`config.mk`:
```
export PLATFORM = sky130hd
export DESIGN_NAME = hc595_chain_ctrl_flat
export DESIGN_NICKNAME = d
export VERILOG_FILES = /design/src/rtl/hc595_chain_ctrl_if.sv /design/src/rtl/hc595_chain_ctrl.sv /design/src/flat_wrapper.sv
export SDC_FILE = /design/constraint.sdc
export NUM_CORES = 1
export LEC_CHECK = 0
export ABC_AREA = 1
export ABC_CLOCK_PERIOD_IN_PS = 1500
export CAP_MARGIN = 10
export CORE_MARGIN = 2
export CORE_UTILIZATION = 45
export CTS_BUF_LIST = sky130_fd_sc_hd__clkbuf_2 sky130_fd_sc_hd__clkbuf_4 sky130_fd_sc_hd__clkbuf_8
export CTS_CLUSTER_SIZE = 40
export DETAILED_ROUTE_END_ITERATION = 10
export PLACE_DENSITY_LB_ADDON = 0.3
export SYNTH_ARGS = -nofsm -noshare
export SYNTH_HDL_FRONTEND = slang
export SYNTH_SLANG_ARGS = --single-unit
export TNS_END_PERCENT = 10
```
`constraint.sdc`:
```
create_clock -name sys_clk -period 1.5 [get_ports sys_clk]
set_input_delay 0.15 -clock sys_clk [delete_from_list [all_inputs] [get_ports sys_clk]]
set_output_delay 0.15 -clock sys_clk [all_outputs]
set_load 0.01 [all_outputs]
```
`src/rtl/hc595_chain_ctrl_if.sv`:
```
// rtl/hc595_chain_ctrl_if.sv - frame load/ready handshake and status bundle for the 595 chain driver
interface hc595_chain_ctrl_if #(
  parameter int W = 16
) ();
  logic [W-1:0] data_in;
  logic         load;
  logic         ready;
  logic         busy;
  logic         done;

  modport master (
    output data_in,
    output load,
    input  ready,
    input  busy,
    input  done
  );

  modport slave (
    input  data_in,
    input  load,
    output ready,
    output busy,
    output done
  );
endinterface

```
`src/rtl/hc595_chain_ctrl.sv`:
```
// rtl/hc595_chain_ctrl.sv - daisy-chained 74HC595 serialiser with one-deep pending frame buffer
module hc595_chain_ctrl #(
  parameter int CHIP_NUM  = 2,
  parameter int CLK_DIV   = 2,
  parameter int MSB_FIRST = 1
) (
  input  logic                sys_clk,
  input  logic                sys_rst_n,
  hc595_chain_ctrl_if.slave   bus,
  input  logic                oe_en,
  output logic                shcp,
  output logic                stcp,
  output logic                ds,
  output logic                oe
);
  localparam int W     = 8 * CHIP_NUM;
  localparam int DIV_W = $clog2(CLK_DIV) + 1;
  localparam int BIT_W = $clog2(W) + 1;

  localparam logic [DIV_W-1:0] DIV_LAST = DIV_W'(CLK_DIV - 1);
  localparam logic [BIT_W-1:0] BIT_LAST = BIT_W'(W - 1);

  localparam logic [1:0] S_IDLE  = 2'd0;
  localparam logic [1:0] S_SHIFT = 2'd1;
  localparam logic [1:0] S_LATCH = 2'd2;

  logic [1:0]       state_q, state_d;
  logic [W-1:0]     sreg_q, sreg_d;
  logic [W-1:0]     pend_q, pend_d;
  logic             pend_vld_q, pend_vld_d;
  logic [DIV_W-1:0] div_q, div_d;
  logic             phase_q, phase_d;
  logic [BIT_W-1:0] bit_q, bit_d;
  logic             shcp_q, shcp_d;
  logic             stcp_q, stcp_d;
  logic             ds_q, ds_d;
  logic             oe_q, oe_d;
  logic             busy_q, busy_d;
  logic             done_q, done_d;
  logic             latched_q, latched_d;

  logic             start;
  logic [W-1:0]     start_word;
  logic [W-1:0]     shifted;

  // The bit that goes onto ds first, depending on shift direction.
  function automatic logic lead_bit(input logic [W-1:0] w);
    return (MSB_FIRST != 0) ? w[W-1] : w[0];
  endfunction

  // Next-state logic: frame sequencing, divider, pending buffer and oe gating.
  always_comb begin
    state_d    = state_q;
    sreg_d     = sreg_q;
    pend_d     = pend_q;
    pend_vld_d = pend_vld_q;
    div_d      = div_q;
    phase_d    = phase_q;
    bit_d      = bit_q;
    shcp_d     = shcp_q;
    stcp_d     = stcp_q;
    ds_d       = ds_q;
    busy_d     = busy_q;
    done_d     = 1'b0;
    latched_d  = latched_q;
    oe_d       = ~(oe_en && latched_q);
    start      = 1'b0;
    start_word = bus.data_in;
    shifted    = (MSB_FIRST != 0) ? {sreg_q[W-2:0], 1'b0} : {1'b0, sreg_q[W-1:1]};

    // Loads during a running frame (but not its done cycle) park in the pending slot.
    if (busy_q && !done_q && bus.load && !pend_vld_q) begin
      pend_d     = bus.data_in;
      pend_vld_d = 1'b1;
    end

    case (state_q)
      S_IDLE: begin
        if (bus.load && !pend_vld_q) begin
          start      = 1'b1;
          start_word = bus.data_in;
        end
      end
      S_SHIFT: begin
        if (div_q == DIV_LAST) begin
          div_d = '0;
          if (!phase_q) begin
            phase_d = 1'b1;
            shcp_d  = 1'b1;
          end else begin
            phase_d = 1'b0;
            shcp_d  = 1'b0;
            if (bit_q == BIT_LAST) begin
              state_d = S_LATCH;
              stcp_d  = 1'b1;
            end else begin
              bit_d  = bit_q + BIT_W'(1);
              sreg_d = shifted;
              ds_d   = lead_bit(shifted);
            end
          end
        end else begin
          div_d = div_q + DIV_W'(1);
        end
      end
      S_LATCH: begin
        if (done_q) begin
          // Done cycle doubles as accept cycle 0 of the next frame.
          if (pend_vld_q) begin
            start      = 1'b1;
            start_word = pend_q;
            pend_vld_d = 1'b0;
          end else if (bus.load) begin
            start      = 1'b1;
            start_word = bus.data_in;
          end else begin
            state_d = S_IDLE;
            busy_d  = 1'b0;
          end
        end else if (div_q == DIV_LAST) begin
          div_d     = '0;
          stcp_d    = 1'b0;
          done_d    = 1'b1;
          latched_d = 1'b1;
        end else begin
          div_d = div_q + DIV_W'(1);
        end
      end
      default: begin
        state_d = S_IDLE;
        busy_d  = 1'b0;
      end
    endcase

    if (start) begin
      state_d = S_SHIFT;
      sreg_d  = start_word;
      ds_d    = lead_bit(start_word);
      shcp_d  = 1'b0;
      stcp_d  = 1'b0;
      div_d   = '0;
      phase_d = 1'b0;
      bit_d   = '0;
      busy_d  = 1'b1;
    end
  end

  // State registers; reset aborts any frame and forgets the pending one.
  always_ff @(posedge sys_clk or negedge sys_rst_n) begin
    if (!sys_rst_n) begin
      state_q    <= S_IDLE;
      sreg_q     <= '0;
      pend_q     <= '0;
      pend_vld_q <= 1'b0;
      div_q      <= '0;
      phase_q    <= 1'b0;
      bit_q      <= '0;
      shcp_q     <= 1'b0;
      stcp_q     <= 1'b0;
      ds_q       <= 1'b0;
      oe_q       <= 1'b1;
      busy_q     <= 1'b0;
      done_q     <= 1'b0;
      latched_q  <= 1'b0;
    end else begin
      state_q    <= state_d;
      sreg_q     <= sreg_d;
      pend_q     <= pend_d;
      pend_vld_q <= pend_vld_d;
      div_q      <= div_d;
      phase_q    <= phase_d;
      bit_q      <= bit_d;
      shcp_q     <= shcp_d;
      stcp_q     <= stcp_d;
      ds_q       <= ds_d;
      oe_q       <= oe_d;
      busy_q     <= busy_d;
      done_q     <= done_d;
      latched_q  <= latched_d;
    end
  end

  assign shcp      = shcp_q;
  assign stcp      = stcp_q;
  assign ds        = ds_q;
  assign oe        = oe_q;
  assign bus.ready = ~pend_vld_q;
  assign bus.busy  = busy_q;
  assign bus.done  = done_q;
endmodule

```
`src/flat_wrapper.sv`:
```
// flat-port wrapper written by rule: the top's interface ports become plain ports
module hc595_chain_ctrl_flat 
#(
  parameter int CHIP_NUM  = 2,
  parameter int CLK_DIV   = 2,
  parameter int MSB_FIRST = 1
)
  (sys_clk, sys_rst_n, oe_en, shcp, stcp, ds, oe, bus_data_in, bus_load, bus_ready, bus_busy, bus_done);
  hc595_chain_ctrl_if #(.W(16)) bus_i ();
  input  logic sys_clk;
  input  logic sys_rst_n;
  input  logic oe_en;
  output logic shcp;
  output logic stcp;
  output logic ds;
  output logic oe;
  input wire logic [$bits(bus_i.data_in)-1:0] bus_data_in;
  input wire logic [$bits(bus_i.load)-1:0] bus_load;
  output wire logic [$bits(bus_i.ready)-1:0] bus_ready;
  output wire logic [$bits(bus_i.busy)-1:0] bus_busy;
  output wire logic [$bits(bus_i.done)-1:0] bus_done;
  assign bus_i.data_in = bus_data_in;
  assign bus_i.load = bus_load;
  assign bus_ready = bus_i.ready;
  assign bus_busy = bus_i.busy;
  assign bus_done = bus_i.done;
  hc595_chain_ctrl #(.CHIP_NUM(CHIP_NUM), .CLK_DIV(CLK_DIV), .MSB_FIRST(MSB_FIRST)) u_core (.sys_clk(sys_clk), .sys_rst_n(sys_rst_n), .bus(bus_i), .oe_en(oe_en), .shcp(shcp), .stcp(stcp), .ds(ds), .oe(oe));
endmodule
```
==> flow_metrics.tcl <==
set metrics [dict create \
    hold_viol 0 \
    drt_iter0_drc 116 \
    antenna_cells 0 \
    worst_path_most_repeated_cell "nand2_1" \
    final_cell_area_mm2 0.00309 \
    path_class "reg -> reg" \
    clkTransAtPathRegs_ns 0.08 \
    portBuffers 26 \
    grt_usage_pct 19.3 \
    arrival_ns 1.82 \
    htree_levels 2 \
    rsz0062_at_grt "yes" \
    die_h_um 78.2 \
    worstPathCellList "inv_2 > ha_2 > nand2_1 > nand2_2 > nand2_4 > o21ai_2 > nand3_4 > buf_12 > nand2_1 > o21ai_1" \
    dpl_worst_slack_ns -0.126 \
    wl_per_cell_um 11.7 \
    post_synth_num_cell_types 23 \
    routed_wl_um 5200 \
    timing.final.crit_share_pct 109 \
    maxSlewHeadroom_pct 66.0 \
    syn-instance-count 333 \
    final_nets 398 \
    max_stage_delay_ns 0.39 \
    gp_congestion 0.914 \
    syn-num-nets 359 \
    ios 27 \
    total_power_mw 2.26 \
    hpwl_um 3740 \
    cp-start-kind "flop" \
    drive_above_1_share_pct 13.9 \
    critPathSlowestCell "dfrtp_1" \
    worstMarginPinSlew_ns 0.510 \
    die_w_um 78.2 \
    min_period_ns 1.63 \
    grt_max_degree 34 \
    grt_pass1_vias 2105 \
    report.final.slew_viol_count 0 \
    synth_top_flop_cell "dfrtp_1" \
    cts_sinks 48 \
    synth_async_sr_flop_share_pct 100 \
    clk_path_buf_depth 2 \
    ys_ff_latch 48 \
    via_per_inst 4.78 \
    p_per_area_mw_per_mm2 731 \
    placed_cells 436 \
    placed_area_mm2 0.00296 \
    status "finished, violations left" \
    finClkSkew_ns 0.00619 \
    yosysWarnings 0 \
    postSynthAreaPerCell_um2 7.44 \
    syn-cell-area_mm2 0.00248 \
    synth-edff-count 0 \
    die_area_mm2 0.00611 \
    path_buf_inv 2 \
    p_leak_nw 1.67 \
    dr.pass1.iters 4 \
    num_vias 2125 \
    finish.utilization_pct 57.1 \
    fin_ws_ns -0.129 \
    cts_tree "built" \
    std_cell_rows 27 \
    overflow 0 \
    crit_fanout 16 \
    path_delay_family "simple AND/OR/NAND/NOR gates" \
    drc 0 \
    maxCapViolations 0 \
    cts_root_buffer "clkbuf_8" \
    hold_slack_ns 0.333 \
    yosysSeqAreaShare_pct 48.6 \
    initial_core_util_pct 45.8 \
    grt_pass1_wl_um 9240 \
    cp-end-kind "flop" \
    fin_tns_setup_ns -2.53 \
    crit_required_ns 1.69 \
    clk_latency_ns 0.31 \
    antenna_found_initial 0 \
    worstHoldPathType "in -> reg" \
    setup_viol 26 \
    ir_drop_uv 495 \
    final_cells 445 \
    synthToLayoutAreaGrowth_pct 24.7 \
    numCtsBuffers 5 \
    violations "negative setup slack" \
    ant_nets 0 \
    core_mm2 0.00541 \
    fmax_mhz 614 \
]
[sequential cells by signal, summed over array words and instances (netlist names), 2 cells and up]
name            flops
u_core.bit_q        5
u_core.div_q        2
u_core.pend_q      16
u_core.sreg_q      15
u_core.state_q      2
[logic make-up (layout without fill, tap and decap cells)]
kind of cell	after synthesis	in the layout	synth area share, %
compound gates	49	49	10.1
xor+xnor	1	1	0.354
fa+ha+maj	6	6	3.03
buf+inv	47	87	8.34
flops	48	48	48.6
simple gates	182	182	29.7
[path summary, 6_finish.rpt]
path                                                from                            end  slack, ns  cells past startpoint
min in group asynchronous                      sys_rst_n  u_core.state_q[1]$_DFFE_PN0P_       0.34                      2
hold / removal                                     oe_en            u_core.oe$_DFF_PN1_       0.33                      2
setup reg to reg           u_core.state_q[0]$_DFFE_PN0P_   u_core.sreg_q[0]$_DFFE_PN0P_      -0.13                     10
hold reg to reg             u_core.latched_q$_DFFE_PN0P_            u_core.oe$_DFF_PN1_       0.40                      1
setup / recovery           u_core.state_q[0]$_DFFE_PN0P_   u_core.sreg_q[0]$_DFFE_PN0P_      -0.13                     10
max in group asynchronous                      sys_rst_n   u_core.pend_q[6]$_DFFE_PN0P_       0.63                      3
[power breakdown]
part	internal, mW	switching [mW]
logic	0.0615	0.0576
registers	1.30	0.00198
clock network	0.413	0.426
[per-layer routing]
layer | vias to the layer above | share of wire (%) | wire length (um) | track usage [%]
met5 | - | 0 | 0 | 0
met3 | 11 | 3.8 | 195 | 4.48
met2 | 46 | 51 | 2630 | 34.4
met4 | 0 | 1.9 | 97 | 7.19
met1 | 968 | 44 | 2280 | 22.6
li1 | 1100 | - | - | -
[cell type report]
| type | instances | area [um^2] |
|---|---|---|
| clock buffers | 8 | 97.6 |
| fillers | 515 | 2320 |
| inverters | 33 | 129 |
| multi-input cells | 238 | 1100 |
| flip-flops and latches | 48 | 1200 |
| well taps | 72 | 90.1 |
| repair buffers | 46 | 463 |
[placed cells by master, fill, tap and decap left out, types with 6 or more instances in the layout]
master             n
inv_1             27
o21ai_0           16
dfrtp_1           47
nor2_1            27
clkdlybuf4s50_1   23
buf_4             14
nand2_1          134
clkbuf_8           6
o21ai_1           11
a21oi_1           21
[Yosys cell counts (2+ instances only)]
cell type	instances	area share [%]
nand2_1	138	21
dfrtp_1	47	47
inv_1	29	4.4
nor2_1	28	4.2
o21ai_0	23	4.6
a21oi_1	21	4.2
buf_2	6	1.2
ha_1	6	3.0
nand3_1	6	1.2
clkbuf_1	5	0.76
inv_2	4	0.61
o21ai_1	4	0.81
buf_6	3	1.4
nand4_1	2	0.51
or2_0	2	0.51
or2_2	2	0.51
[timing repair]
| item | CTS | global route |
|---|---|---|
| buffers inserted | 0 | 0 |
| endpoints found under the setup margin | 27 | 30 |
| hold endpoints to repair | 19 | 0 |
| pin swaps | 0 | 0 |
| hold buffers | 1 | 0 |
| gates resized for setup | 11 | 5 |
Note: power is estimated with default switching activity, not from simulation.
